<file path="config.mk">
export PLATFORM = sky130hd
export DESIGN_NAME = uart_time_set_rx
export DESIGN_NICKNAME = d
export VERILOG_FILES = /design/src/rtl/uart_time_set_rx.sv
export SDC_FILE = /design/constraint.sdc
export NUM_CORES = 1
export LEC_CHECK = 0
export BUFFER_PORTS_ARGS = -buffer_cell sky130_fd_sc_hd__buf_4
export CORE_MARGIN = 4
export CORE_UTILIZATION = 55
export CTS_CLUSTER_SIZE = 10
export DETAILED_ROUTE_END_ITERATION = 8
export PLACE_DENSITY = 0.82
export SYNTH_ARGS = -nofsm -noshare
export SYNTH_HDL_FRONTEND = slang
export SYNTH_SLANG_ARGS = --single-unit
</file>
<file path="constraint.sdc">
create_clock -name clk -period 4.7 [get_ports clk]
set_clock_uncertainty 0.2 [all_clocks]
set_input_delay 1.41 -clock clk [delete_from_list [all_inputs] [get_ports clk]]
set_output_delay 1.41 -clock clk [all_outputs]
set_load 0.005 [all_outputs]
</file>
<file path="src/rtl/uart_time_set_rx.sv">
// uart_time_set_rx: 8N1 UART receiver that parses "T"+HHMMSS+CR|LF into a validated time load strobe
module uart_time_set_rx #(
  parameter int CLK_HZ = 50_000_000,
  parameter int BAUD   = 9600
) (
  input  logic       clk,
  input  logic       rst_n,
  input  logic       rx,
  output logic [6:0] set_hour,
  output logic [6:0] set_min,
  output logic [6:0] set_sec,
  output logic       set_valid,
  output logic       frame_err,
  output logic       cmd_err,
  output logic       busy
);
  localparam int BIT_CYC = CLK_HZ / BAUD;
  localparam int HALF = BIT_CYC / 2;
  localparam int CW = $clog2(BIT_CYC + 1);
  localparam logic [CW-1:0] HALF_M1 = CW'(HALF - 1);
  localparam logic [CW-1:0] BIT_M1 = CW'(BIT_CYC - 1);

  typedef enum logic [1:0] {IDLE, START, DATA, STOP} rx_t;
  typedef enum logic [2:0] {WAIT_T, DIG0, DIG1, DIG2, DIG3, DIG4, DIG5, WAIT_END} ps_t;

  rx_t st, st_n;
  ps_t ps, ps_n;
  logic rx_m, rx_s, rx_d;
  logic [CW-1:0] cnt, cnt_n;
  logic [2:0] idx, idx_n;
  logic [7:0] sh, sh_n;
  logic byte_ok, ferr, load, cerr, wr;
  logic [3:0] d [6];
  logic [6:0] hour, min, sec;
  logic is_t, is_dig, is_end, legal;

  function automatic logic [6:0] ten(input logic [3:0] x);
    return {x, 3'b000} + {2'b00, x, 1'b0};
  endfunction

  // Synchronise rx and keep its previous value for start-edge detection
  always_ff @(posedge clk or negedge rst_n)
    if (!rst_n) {rx_m, rx_s, rx_d} <= 3'b111;
    else {rx_m, rx_s, rx_d} <= {rx, rx_m, rx_s};

  // Receive FSM state, bit counter and shift register
  always_ff @(posedge clk or negedge rst_n)
    if (!rst_n) begin
      st <= IDLE;
      cnt <= '0;
      idx <= '0;
      sh <= '0;
    end else begin
      st <= st_n;
      cnt <= cnt_n;
      idx <= idx_n;
      sh <= sh_n;
    end

  // Receive FSM next state: mid-bit sampling, byte_ok/ferr on the stop-bit sample
  always_comb begin
    st_n = st;
    cnt_n = cnt + 1'b1;
    idx_n = idx;
    sh_n = sh;
    byte_ok = 1'b0;
    ferr = 1'b0;
    case (st)
      IDLE: begin
        cnt_n = '0;
        if (rx_d && !rx_s) st_n = START;
      end
      START: if (cnt == HALF_M1) begin
        cnt_n = '0;
        idx_n = '0;
        st_n = rx_s ? IDLE : DATA;
      end
      DATA: if (cnt == BIT_M1) begin
        cnt_n = '0;
        sh_n = {rx_s, sh[7:1]};
        idx_n = idx + 3'd1;
        if (idx == 3'd7) st_n = STOP;
      end
      default: if (cnt == BIT_M1) begin
        st_n = IDLE;
        byte_ok = rx_s;
        ferr = !rx_s;
      end
    endcase
  end

  assign is_t = sh == 8'h54;
  assign is_dig = sh >= 8'h30 && sh <= 8'h39;
  assign is_end = sh == 8'h0D || sh == 8'h0A;
  assign hour = ten(d[0]) + {3'b000, d[1]};
  assign min = ten(d[2]) + {3'b000, d[3]};
  assign sec = ten(d[4]) + {3'b000, d[5]};
  assign legal = hour <= 7'd23 && min <= 7'd59 && sec <= 7'd59;
  assign busy = st != IDLE || ps != WAIT_T;

  // Parser next state: 'T' always restarts, framing errors abort the command
  always_comb begin
    ps_n = ps;
    load = 1'b0;
    cerr = 1'b0;
    wr = 1'b0;
    if (ferr) ps_n = WAIT_T;
    else if (byte_ok)
      case (ps)
        WAIT_T: ps_n = is_t ? DIG0 : WAIT_T;
        WAIT_END: begin
          ps_n = is_t ? DIG0 : WAIT_T;
          load = is_end && legal;
          cerr = !is_t && !(is_end && legal);
        end
        default: begin
          ps_n = is_t ? DIG0 : is_dig ? ps_t'(ps + 3'd1) : WAIT_T;
          wr = is_dig;
          cerr = !is_t && !is_dig;
        end
      endcase
  end

  // Parser state, digit store and registered output strobes
  always_ff @(posedge clk or negedge rst_n)
    if (!rst_n) begin
      ps <= WAIT_T;
      for (int i = 0; i < 6; i++) d[i] <= '0;
      set_hour <= '0;
      set_min <= '0;
      set_sec <= '0;
      set_valid <= 1'b0;
      frame_err <= 1'b0;
      cmd_err <= 1'b0;
    end else begin
      ps <= ps_n;
      for (int i = 0; i < 6; i++) if (wr && ps == ps_t'(i + 1)) d[i] <= sh[3:0];
      set_valid <= load;
      frame_err <= ferr;
      cmd_err <= cerr;
      if (load) begin
        set_hour <= hour;
        set_min <= min;
        set_sec <= sec;
      end
    end
endmodule

</file>
---- Yosys cells after proc, flatten, opt, wreduce, memory -nomap -nowiden ----
Index checks and enable logic that the tools add are counted.
operators by class
  eq/ne operators ......................... 19
  magnitude comparators ................... 5
  $add $sub $neg .......................... 9
  reductions and logical operators ........ 31
  muxes and demuxes ....................... 32
operators by type and width
  operator                                                                  count
  13-bit one-hot mux with 3 select lines                                    1
  13-bit two-way mux                                                        2
  7-bit by 4-bit adder with 7-bit output                                    3
  7-bit by 5-bit adder with 7-bit output                                    3
  3-bit two-way mux                                                         7
  8-bit by 4-bit equality test with 1-bit output (second input constant)    2
  3-bit equality test (second input constant)                               5
  7-bit by 6-bit <= comparator with 1-bit output (second input constant)    2
  13-bit by 1-bit adder with 13-bit output (second input constant)          1
  13-bit by 12-bit equality test with 1-bit output (second input constant)  1
  13-bit equality test (second input constant)                              1
  1-bit logical AND                                                         13
  1-bit two-way mux                                                         13
  2-bit two-way mux                                                         6
  8-bit by 7-bit equality test with 1-bit output (second input constant)    1
  8-bit by 6-bit >= comparator with 1-bit output (second input constant)    1
  8-bit by 6-bit <= comparator with 1-bit output (second input constant)    1
  2-bit != test (second input constant)                                     4
  7-bit by 5-bit <= comparator with 1-bit output (second input constant)    1
  3-bit by 1-bit adder with 3-bit output (second input constant)            2
  3-bit by 2-bit equality test with 1-bit output (second input constant)    2
  2-bit one-hot mux with 3 select lines                                     1
  3-bit one-hot mux with 2 select lines                                     1
  2-bit nonzero test                                                        3
  other kinds (14)                                                          19
storage, ports and cells
  output and inout bits ................... 25
  register bits ........................... 80
  logic and storage cells ................. 116
  bits of input ports ..................... 3

---- Depth between registers and ports, before layout ----
Gate-level depths: netlist (run 1).
  word-level depth ........................ 11
  gate-level depth with buffers ........... 11
  depth with buffers taken out ............ 10

---- Worst setup path before layout (run 1) ----
Ideal clock, no wire load.
  kind .................................... flip-flop to flip-flop
  start point ............................. register d[11] (netlist bit)
  end point ............................... register set_hour[0]
  path slack .............................. 1.167 ns
  setup time .............................. 0.125 ns
  required time ........................... 4.375 ns
  period minus slack after synthesis ...... 3.533 ns
  buffers on the path ..................... 1
  stages on the path, launching flop included .. 12
  data arrival time ....................... 3.208 ns
  path through ............................ dfrtp_1 > inv_1 > fa_1 > inv_1 > fa_1 > a21o_1 > a21oi_1 > xnor2_1 > or4_1 > or4_4 > buf_6 > mux2_4
between the ends
  longest elaborated chain between the ends .. 8
ends and longest elaborated chain
  element                                         line  source
  start, declared                                 33    logic [3:0] d [6];
  7-bit by 4-bit adder with 7-bit output          96    assign min = ten(d[2]) + {3'b000, d[3]};
  7-bit by 6-bit <= comparator with 1-bit output  98    assign legal = hour <= 7'd23 && min <= 7'd59 && sec <= 7'd59;
  1-bit logical AND (2 in a row)                  98
  1-bit logical AND                               113   load = is_end && legal;
  1-bit two-way mux                               109   case (ps)
  1-bit two-way mux                               108   else if (byte_ok)
  1-bit two-way mux                               107   if (ferr) ps_n = WAIT_T;
  end signal, assigned                            142   set_hour <= hour;
  end, declared                                   9     output logic [6:0] set_hour,
No other way between the ends.
A chain may end at the register's enable or synchronous reset.

---- Worst setup path in the final report (run 1) ----
  start point ............................. register d[3] (netlist bit)
  end point ............................... register set_hour[1]
between the ends
  longest elaborated chain between the ends .. 7
ends and longest elaborated chain
  element                                         line  source
  7-bit by 4-bit adder with 7-bit output          97    assign sec = ten(d[4]) + {3'b000, d[5]};
  7-bit by 6-bit <= comparator with 1-bit output  98
  1-bit logical AND                               98
  1-bit logical AND                               113
  1-bit two-way mux                               109
  1-bit two-way mux                               108
  1-bit two-way mux                               107
No other way between the ends.

==> impl_results.md, run 1 <==
- Status: complete, no violations
- # diodes: 0
- Grt met1 use: 25.03%
- DRT Wirelength: 7.480 mm
- Clock buffer depth: 2
- Critical Path Sink Type: register
- Iter 0 DRT Violations: 135
- Core Util, Final: 63.42%
- Core Footprint: 7292 um^2
- Layout Area Growth over Synthesis: 11.39%
- Share of layout cells above drive strength 1: 25.07%
- CP startpoint kind: register
- GR peak layer: met2
- Synth Area in Adders: 11.93%
- Hold Vio Cnt, Final: 0
- Total GRT Usage: 18.76%
- Slew Limit Fails: 0
- Clk Latency, worst-skew pair: 0.35 ns
- Via count: 2661
- Mapped Nets: 386
- Slew @ Worst Pin: 1.025 ns
- Number of flops mapped to enable cells by yosys: 0
- Die Wd: 94.88 um
- Number of global-route vias before repair: 2662
- MaxCap Viol Count: 0
- Final setup viols: 0
- Cts repair resizes: 0
- CTS Sinks: 80
- Fraction of registers with async set/reset: 100.0%
- Xor/xnor share of the synthesized area: 4.008%
- Yosys cell types: 45
- CP max stage cell: or4_4
- Synth warnings: 0
- Vias/cell: 5.567
- GR met2 Demand/Resource: 29.42%
- CP Cell Sequence: fa_1, fa_1, a21o_1, a21oi_1, xnor2_1, or4_1, or4_4, mux2_4
- Most frequent CP cell: fa_1
- Slew headroom: 31.64%
- Total Nets Final: 413
- Main combinational cell family by area after synthesis: multiplexers
- Fin cells: 478
- Max Freq: 0.2695 GHz
- Avg Inst Size Synth: 11.96 um^2
- Dpl hpwl: 5.195 mm
- Post-Synthesis Cells: 347
- Root buffer selected by CTS: clkbuf_8
- DRT Pass-1 Iters: 7
- I/O pins: 28
- Routing usage on met3: 4.781%
- Die Area: 9002 um^2
- Placed cell count: 462
- Crit path required time: 4.74 ns
- Routability Congestion: 0.7897
- DRT antenna net count: 0
- First-pass GRT wire length: 12.77 mm
- Initial Util: 56.93%
- CTS tree: done
- Simple-gate share of the synthesized area: 12.78%
- CTS buffer count: 9
- Final Hold Slack: 0.1595 ns
- Max IR drop VDD: 0.2174 mV
- WS Path Type: register to register
- Num rows: 31
- Top FF cell, synth: dfrtp_1
- CP max FO: 21
- WL per Instance: 15.65 um
- P per Cell Area: 291.5 nW/um^2
- Leakage: 2.415 nW
- Initial antenna violation count: 0
- Slowest stage delay, CP: 0.62 ns
- Mux share of post-synthesis cell area: 14.86%
- Worst min path class: register to register
- Die Y: 94.88 um
- Final TNS setup: 0 ns
- Arr. time, crit path: 3.75 ns
- Syn Std Cell Area: 4151 um^2
- Post-synthesis compound-gate area fraction: 4.581%
- Fin crit share: 78.94%
- Post-synthesis sequential area ratio: 48.31%
- RSZ-0062 raised after global routing: false
- Clock period minus worst slack: 3.710 ns
- Post-CTS Setup Inserts: 0
- Flops & latches, synth: 80
- CTS H-tree lvls: 3
- Clk slew on worst S/H paths: 0.08 ns
- DRC Markers: 0
- Total gr overflow: 0
- Hold buffer count at cts: 0
- IO Port Bufs: 27
- Largest net degree at the start of global routing: 81
-- flip-flops by register name (all words and copies together), names as in the netlist --
| signal | flops |
|---|---|
| frame_err | 1 |
| d | 24 |
| cmd_err | 1 |
| ps | 3 |
| set_sec | 7 |
| sh | 8 |
| rx_s | 1 |
| st | 2 |
| rx_m | 1 |
| set_hour | 7 |
| idx | 3 |
| cnt | 13 |
| set_min | 7 |
| set_valid | 1 |
| rx_d | 1 |
-- cells by family (layout without fill, tap and decap cells) --
group / after synthesis / after routing
multiplexers: 52 / 52
flip-flops: 80 / 80
AND/OR/NAND/NOR: 95 / 95
buffers and inverters: 34 / 66
XOR/XNOR: 19 / 19
adder cells (fa/ha/maj): 36 / 36
AO/OA/AOI/OAI: 31 / 31
-- worst paths after layout --
path,from,to,slack [ns],depth (start not counted)
max,d[3],set_hour[1],0.99,8
min,rx_m,rx_s,0.16,0
max reg2reg,d[3],set_hour[1],0.99,8
min reg2reg,rx_m,rx_s,0.16,0
max in group asynchronous,rst_n,d[4],2.66,1
min in group asynchronous,rst_n,set_sec[6],1.00,1
-- worst max-delay path: cells and delay by family (launching register included) --
family / cells / cell delay, ns
flip-flops: 1 / 0.40
XOR/XNOR: 1 / 0.11
AO/OA/AOI/OAI: 2 / 0.41
multiplexers: 1 / 0.36
adder cells (fa/ha/maj): 2 / 1.01
AND/OR/NAND/NOR: 2 / 1.08
-- through the flow --
| stage | power, mW | area (um^2) | setup WS (ns) |
|---|---|---|---|
| floorplan | 0.8118 | 4151 | 1.167 |
| global placement | 0.8417 | 4418 | 1.033 |
| detailed placement | 0.8456 | 4418 | 0.9847 |
| CTS | 1.369 | 4624 | 0.9645 |
| global route | 1.422 | 4624 | 0.8484 |
| finish | 1.348 | 4624 | 0.9898 |
-- synth_stat cells, types with 7 or more instances --
| cell | instances | share of area (%) |
|---|---|---|
| a21oi_1 | 9 | 1.1 |
| clkbuf_1 | 8 | 0.72 |
| dfrtp_1 | 77 | 46 |
| ha_1 | 30 | 9.0 |
| inv_1 | 23 | 2.1 |
| mux2_2 | 33 | 9.0 |
| mux2_4 | 11 | 4.0 |
| mux2i_1 | 8 | 1.9 |
| nand2_1 | 18 | 1.6 |
| nand4_1 | 8 | 1.2 |
| nor2_1 | 25 | 2.3 |
| o21ai_0 | 7 | 0.84 |
| xnor2_1 | 8 | 1.7 |
| xor2_1 | 11 | 2.3 |
-- placed cells by master (no fill, tap or decap), types with 3 or more instances in the layout --
master    instances
dfrtp_1          77
and2_1            6
o21ai_0           7
nor3_1            5
ha_1             30
nor2_1           25
dfstp_2           3
mux2_2           33
o22ai_1           5
inv_1            23
nor2b_1           4
xnor2_1           8
and3_1            3
or3_1             4
mux2i_1           8
nand4_1           8
clkinv_4          3
a21o_1            6
fa_1              6
nand2_1          18
clkbuf_8         10
a21oi_1           9
nand2b_1          3
xor2_1           11
buf_4            27
mux2_4           11
-- per-layer routing --
layer / routed length, um / vias up
met1: 3429 / 1315
met4: 125 / 0
met2: 3561 / 61
li1: - / 1273
met3: 363 / 12
met5: 0 / -
-- layout make-up --
class                   instances  area [um^2]
clock inverters                 6        68.82
fillers                       592         2668
flip-flops and latches         80         2006
repair buffers                 27        202.7
clock buffers                  10        137.6
inverters                      23        86.33
multi-input cells             233         1999
well taps                      99        123.9
-- power breakdown --
| group | leakage, nW | internal (mW) | total [mW] | switching (mW) |
|---|---|---|---|---|
| logic | 1.22 | 0.0384 | 0.0874 | 0.0490 |
| clock network | 0.102 | 0.262 | 0.518 | 0.256 |
| registers | 1.10 | 0.712 | 0.743 | 0.0312 |
Note: power is estimated with default switching activity, not from simulation.
==> run 2, diff against run 1 <==
--- a/config.mk
+++ b/config.mk
@@ -10,7 +10,7 @@
 export CORE_UTILIZATION = 55
 export CTS_CLUSTER_SIZE = 10
 export DETAILED_ROUTE_END_ITERATION = 8
-export PLACE_DENSITY = 0.82
+export PLACE_DENSITY = 0.84
 export SYNTH_ARGS = -nofsm -noshare
 export SYNTH_HDL_FRONTEND = slang
 export SYNTH_SLANG_ARGS = --single-unit
==> constraint.sdc (replaced) <==
create_clock -name clk -period 3.3 [get_ports clk]
set_clock_uncertainty 0.2 [all_clocks]
set_input_delay 0.99 -clock clk [delete_from_list [all_inputs] [get_ports clk]]
set_output_delay 0.99 -clock clk [all_outputs]
set_load 0.005 [all_outputs]
==> run 2 against run 1 <==
Compared with the run above:
- the flow now finishes with violations (setup timing)
- critical path depth is 2 higher
- final area is 8.0% higher
- largest power group unchanged
- critical endpoint is now set_min[1]
- core utilization is 5.0 points higher
- register-to-register slack worse by 1.2 ns
- non-clock buffer count is 34 higher
- via count is 5.9% higher
- clock power is 53% higher
- worst setup slack worse by 1.2 ns
- global-route usage is 2.8 points higher
- critical path type unchanged
==> impl_results.md, run 2 (same netlist as run 1, synthesis figures left out) <==
- Status: complete, but fails checks (was complete, no violations)
- Failing checks: setup timing
- Iter 0 DRT Violations: 121 (was 135)
- Switching Share: 23.64% (was 24.96%)
- Crit path required time: 3.34 ns (was 4.74 ns)
- Die Y: 94.88 um (unchanged)
- Clock period minus worst slack: 3.505 ns (was 3.710 ns)
- Total GRT Usage: 21.56% (was 18.76%)
- P per Cell Area: 396.8 nW/um^2 (was 291.5 nW/um^2)
- Final Hold Slack: 0.1590 ns (was 0.1595 ns)
- Final TNS setup: -2.871 ns (was 0 ns)
- Number of global-route vias before repair: 3086 (was 2662)
- Clock power share: 40.0% (was 38.4%)
- Root buffer selected by CTS: clkbuf_8 (unchanged)
- MaxCap Viol Count: 0 (unchanged)
- Largest regs: d (24), cnt (13), sh (8) (unchanged)
- Slew @ Worst Pin: 0.9760 ns (was 1.025 ns)
- IO Port Bufs: 27 (unchanged)
- Max reg flops: 24 (unchanged)
- Critical Path Sink Type: register (unchanged)
- Placed cell count: 494 (was 462)
- CTS H-tree lvls: 3 (unchanged)
- Largest net degree at the start of global routing: 81 (unchanged)
- Max Freq: 0.2853 GHz (was 0.2695 GHz)
- CTS Sinks: 80 (unchanged)
- Clock buffer depth: 2 (unchanged)
- Leakage: 2.663 nW (was 2.415 nW)
- Clk slew on worst S/H paths: 0.08 ns (about the same)
- CTS buffer count: 9 (unchanged)
- Leading cell type in the layout, fill and taps excluded: dfrtp_1 (unchanged)
- Largest Register: d (unchanged)
- WL per Instance: 16.80 um (was 15.65 um)
- DRC Markers: 0 (unchanged)
- Via count: 2817 (was 2661)
- WS Path Type: register to register (unchanged)
- Routability Congestion: 0.8667 (was 0.7897)
- Power share of the combinational group: 6.5% (about the same)
- DRT antenna net count: 0 (unchanged)
- RSZ-0062 raised after global routing: true (was false)
- Share of layout cells above drive strength 1: 35.27% (was 25.07%)
- First-pass GRT wire length: 14.89 mm (was 12.77 mm)
- Die Wd: 94.88 um (unchanged)
- PnR worst setup slack: -0.2046 ns (was 0.9898 ns)
- CTS tree: done (unchanged)
- Slew Limit Fails: 0 (unchanged)
- Layout Area Growth over Synthesis: 20.25% (was 11.39%)
- Hold Vio Cnt, Final: 0 (unchanged)
- Hold buffer count at cts: 0 (unchanged)
- CP max FO: 5 (was 21)
- Initial antenna violation count: 0 (unchanged)
- Worst min path class: register to register (unchanged)
- CP startpoint kind: register (unchanged)
- Fin cells: 513 (was 478)
- Internal: 1.513 mW (was 1.012 mW)
- Arr. time, crit path: 3.55 ns (was 3.75 ns)
- Die Area: 9002 um^2 (unchanged)
- Total gr overflow: 0 (unchanged)
- Initial Util: 56.93% (unchanged)
- DRT Pass-1 Iters: 4 (was 7)
- Slew headroom: 34.93% (was 31.64%)
- Final setup viols: 21 (was 0)
- DRT Wirelength: 8.617 mm (was 7.480 mm)
- Total Nets Final: 449 (was 413)
- Sw Pwr: 0.4684 mW (was 0.3365 mW)
- Fin crit share: 106.2% (was 78.94%)
- Dpl hpwl: 5.816 mm (was 5.195 mm)
- Clk Latency, worst-skew pair: 0.36 ns (was 0.35 ns)
- Num rows: 31 (unchanged)
- Most frequent cells in the layout: dfrtp_1, buf_4, mux2_2 (was dfrtp_1, mux2_2, ha_1)
- Vias/cell: 5.491 (was 5.567)
- Core Footprint: 7292 um^2 (unchanged)
- I/O pins: 28 (unchanged)
- # diodes: 0 (unchanged)
- Sequential share of power: 53.5% (was 55.1%)
- Max IR drop VDD: 0.3451 mV (was 0.2174 mV)
[run 2: cell types whose count changed in the layout (fill, tap and decap cells not counted), sizes merged]
cell,change
or4,+2
buf,+34
clkinv,-2
bufinv,+1
[run 2: power by group through the flow]
stage / Sequential (mW) / Clock (mW) / Combinational (mW)
2_1_floorplan: 1.06 / 0 / 0.0930
3_3_place_gp: 1.08 / 0 / 0.125
3_5_place_dp: 1.08 / 0 / 0.130
4_1_cts: 1.06 / 0.806 / 0.131
5_1_grt: 1.07 / 0.851 / 0.154
6_report: 1.06 / 0.792 / 0.129
[run 2: area by class of cell]
type | instances | area (um^2)
fillers | 536 | 2300
clock inverters | 5 | 81.33
clock buffers | 10 | 137.6
multi-input cells | 235 | 2096
flip-flops and latches | 80 | 2006
inverters | 23 | 86.33
well taps | 99 | 123.9
repair buffers | 61 | 461.7
[run 2: worst paths after layout]
check,from,endpoint,slack (ns),cells past startpoint
min in group asynchronous,rst_n,set_hour[5],0.59,1
worst min register to register,rx_m,rx_s,0.16,0
worst max register to register,d[14],set_min[1],-0.20,10
max in group asynchronous,rst_n,d[20],1.69,1
worst max-delay path,d[14],set_min[1],-0.20,10
worst min-delay path,rx_m,rx_s,0.16,0
[run 2: worst max-delay path: stages, from the launching register on]
cell	delay, ns
dfrtp_1	0.37
inv_2	0.05
fa_1	0.55
inv_2	0.05
fa_2	0.36
a21o_1	0.18
a21oi_2	0.19
xnor2_2	0.10
or4_4	0.46
or4_4	0.54
mux2_4	0.34
[run 2: per-layer routing]
layer / wire length [um] / GRT usage, % / up-vias / part of all wire (%)
li1: - / - / 1335 / -
met1: 3615 / 25.78 / 1407 / 42
met2: 4435 / 37.52 / 60 / 51
met3: 395 / 5.896 / 15 / 4.6
met4: 171 / 7.091 / 0 / 2.0
met5: 0 / 0 / - / 0
[run 2: repair_timing]
| item | 4_1_cts | 5_1_grt |
|---|---|---|
| setup buffers | 1 | 1 |
| cloned | 2 | 0 |
| endpoints found under the setup margin | 22 | 22 |
| hold endpoints to repair | 0 | 0 |
| resized for setup | 12 | 4 |
| pin swaps | 2 | 4 |
[run 2: per-stage QoR]
stage,total power [mW],instance area (um^2),utilization [%],setup slack (ns)
CTS,1.997,4970,68.15,-0.1657
finish,1.981,4992,68.46,-0.2046
global placement,1.200,4676,64.12,-0.1358
detailed placement,1.209,4676,64.12,-0.2372
floorplan,1.156,4173,-,-0.07983
global route,2.071,4992,68.46,-0.3040
==> run 3, diff against run 2 <==
--- a/config.mk
+++ b/config.mk
@@ -6,10 +6,12 @@
 export NUM_CORES = 1
 export LEC_CHECK = 0
 export BUFFER_PORTS_ARGS = -buffer_cell sky130_fd_sc_hd__buf_4
+export CAP_MARGIN = 40
 export CORE_MARGIN = 4
 export CORE_UTILIZATION = 55
 export CTS_CLUSTER_SIZE = 10
 export DETAILED_ROUTE_END_ITERATION = 8
+export HOLD_SLACK_MARGIN = 0.08
 export PLACE_DENSITY = 0.84
 export SYNTH_ARGS = -nofsm -noshare
 export SYNTH_HDL_FRONTEND = slang
==> constraint.sdc (replaced) <==
create_clock -name clk -period 3.3 [get_ports clk]
set_clock_uncertainty 0.2 [all_clocks]
set_input_delay 0.495 -clock clk [delete_from_list [all_inputs] [get_ports clk]]
set_output_delay 0.495 -clock clk [all_outputs]
set_load 0.005 [all_outputs]
==> run 3 against run 2 <==
Compared with the run above:
- die area is the same
- sequential share of layout area is 1.5 points lower
- flip-flop and latch count is the same
- final area is 4.0% higher
- highest routed layer unchanged
- count of clock-buffer cells in the layout stayed put
- sequential power about the same
- core utilization is 2.7 points higher
- the run still ends with setup timing left
- critical path depth increased by 1
- clock power about the same
- register-to-register slack got worse by 0.14 ns
- maximum frequency decreased by 3.9%
==> impl_results.md, run 3 (same netlist as run 1, synthesis figures left out) <==
- Status: complete, but fails checks (unchanged)
- Failing checks: setup timing (unchanged)
- Final TNS setup: -5.171 ns (was -2.871 ns)
- Internal: 1.518 mW (was 1.513 mW)
- FF/Latch Area: 2006 um^2 (unchanged)
- CTS H-tree lvls: 3 (unchanged)
- Clock buffer depth: 2 (unchanged)
- WS Path Type: register to register (unchanged)
- Sw Pwr: 0.4713 mW (was 0.4684 mW)
- Total Nets Final: 458 (was 449)
- Switching Share: 23.70% (was 23.64%)
- Tot Pwr: 1.989 mW (was 1.981 mW)
- Fin crit share: 110.5% (was 106.2%)
- Die Y: 94.88 um (unchanged)
- CTS tree: done (unchanged)
- WL per Instance: 18.59 um (was 16.80 um)
- PnR worst setup slack: -0.3453 ns (was -0.2046 ns)
- DRC Markers: 0 (unchanged)
- Largest Register: d (unchanged)
- CTS Sinks: 80 (unchanged)
- Max Freq: 0.2743 GHz (was 0.2853 GHz)
- RSZ-0062 raised after global routing: true (unchanged)
- Die Wd: 94.88 um (unchanged)
- Largest net degree at the start of global routing: 57 (was 81)
- DRT Pass-1 Iters: 4 (unchanged)
- Clock period minus worst slack: 3.645 ns (was 3.505 ns)
- P per Cell Area: 383.1 nW/um^2 (was 396.8 nW/um^2)
- Clk slew on worst S/H paths: 0.08 ns (about the same)
- Max reg flops: 24 (unchanged)
- I/O pins: 28 (unchanged)
- Leading cell type in the layout, fill and taps excluded: dfrtp_1 (unchanged)
- # diodes: 0 (unchanged)
- MaxCap Viol Count: 0 (unchanged)
- Max IR drop VDD: 0.4342 mV (was 0.3451 mV)
- Arr. time, crit path: 3.69 ns (was 3.55 ns)
- Most frequent cells in the layout: dfrtp_1, buf_4, mux2_2 (unchanged)
- Clk Latency, worst-skew pair: 0.35 ns (was 0.36 ns)
- Total gr overflow: 0 (unchanged)
- Final setup viols: 21 (unchanged)
- Share of layout cells above drive strength 1: 38.77% (was 35.27%)
- First-pass GRT wire length: 15.24 mm (was 14.89 mm)
- CP startpoint kind: register (unchanged)
- CP max FO: 5 (unchanged)
- Leakage: 2.724 nW (was 2.663 nW)
- Initial antenna violation count: 0 (unchanged)
- Power share of the combinational group: 6.7% (was 6.5%)
- CTS buffer count: 9 (unchanged)
- Largest regs: d (24), cnt (13), sh (8) (unchanged)
- Critical Path Sink Type: register (unchanged)
- Worst min path class: register to register (unchanged)
- Vias/cell: 5.563 (was 5.491)
- Clock power share: 40.0% (about the same)
- Slew Limit Fails: 0 (unchanged)
- Sequential share of power: 53.3% (was 53.5%)
- Crit path required time: 3.34 ns (about the same)
- Via count: 2904 (was 2817)
- Slew headroom: 69.16% (was 34.93%)
- Multi-input logic area: 2198 um^2 (was 2096 um^2)
- Num rows: 31 (unchanged)
- Hold Vio Cnt, Final: 0 (unchanged)
- Layout Area Growth over Synthesis: 25.05% (was 20.25%)
- Initial Util: 56.93% (unchanged)
- Dpl hpwl: 5.978 mm (was 5.816 mm)
- Fillers: 478 (was 536)
- Iter 0 DRT Violations: 139 (was 121)
- Number of global-route vias before repair: 3176 (was 3086)
- IO Port Bufs: 27 (unchanged)
- Root buffer selected by CTS: clkbuf_8 (unchanged)
- DRT Wirelength: 9.705 mm (was 8.617 mm)
- Routability Congestion: 0.8667 (unchanged)
- Core Footprint: 7292 um^2 (unchanged)
- Total GRT Usage: 22.32% (was 21.56%)
- Slew @ Worst Pin: 0.4617 ns (was 0.9760 ns)
- DRT antenna net count: 0 (unchanged)
- Die Area: 9002 um^2 (unchanged)
[run 3: layout make-up]
type	count	area share (%)
clock buffers	10	2.651
multi-input cells	236	42.35
repair buffers	69	10.75
inverters	23	1.663
flip-flops and latches	80	38.64
clock inverters	5	1.567
well taps	99	2.386
[run 3: metrics by stage]
stage | cell area (um^2) | instances | setup slack (ns) | util [%] | hold slack [ns]
after floorplan | 4173 | 347 | -0.07983 | - | -0.0005910
after global placement | 4676 | 494 | -0.1358 | 64.12 | 0.1477
after detailed placement | 4703 | 495 | -0.2404 | 64.50 | 0.1491
after CTS | 5084 | 519 | -0.2111 | 69.72 | 0.1604
after global routing | 5191 | 522 | -0.4046 | 71.19 | 0.1666
final | 5191 | 522 | -0.3453 | 71.19 | 0.1587
[run 3: path summary, 6_finish.rpt]
kind / start / end / slack [ns] / depth (start not counted)
hold reg to reg: rx_m / rx_s / 0.16 / 0
setup reg to reg: d[11] / set_min[3] / -0.35 / 11
hold / removal: rx_m / rx_s / 0.16 / 0
setup / recovery: d[11] / set_min[3] / -0.35 / 11
max in group asynchronous: rst_n / sh[6] / 1.93 / 3
min in group asynchronous: rst_n / set_hour[6] / 0.39 / 2
[run 3: power by group through the flow]
stage | registers (mW) | clock network, mW | logic [mW]
6_report | 1.06 | 0.795 | 0.133
5_1_grt | 1.06 | 0.844 | 0.159
3_3_place_gp | 1.08 | 0 | 0.125
2_1_floorplan | 1.06 | 0 | 0.0930
3_5_place_dp | 1.08 | 0 | 0.134
4_1_cts | 1.06 | 0.807 | 0.136
[run 3: metal layers]
metal	part of all wire, %	up-vias	GRT usage, %	wire [um]
li1	-	1350	-	-
met1	40	1446	24.64	3850
met2	52	75	39.05	5040
met3	4.1	33	6.215	396
met4	4.3	0	11.54	418
met5	0	-	0	0
[run 3: timing repair]
item,4_1_cts,5_1_grt
cloned,3,0
pin swaps,13,15
buffers inserted,4,6
gates resized for setup,18,15
hold buffers,2,0
endpoints found under the setup margin,22,23
hold endpoints to repair,22,0
[run 3: critical path, cell delays in order (launching register included)]
cell and delay [ns]:
dfrtp_1 0.37, inv_2 0.05, fa_1 0.57, inv_2 0.06
fa_2 0.35, a21o_1 0.18, a21oi_2 0.18, xnor2_2 0.12
or4_4 0.48, buf_6 0.15, or4_4 0.50, mux2_4 0.33
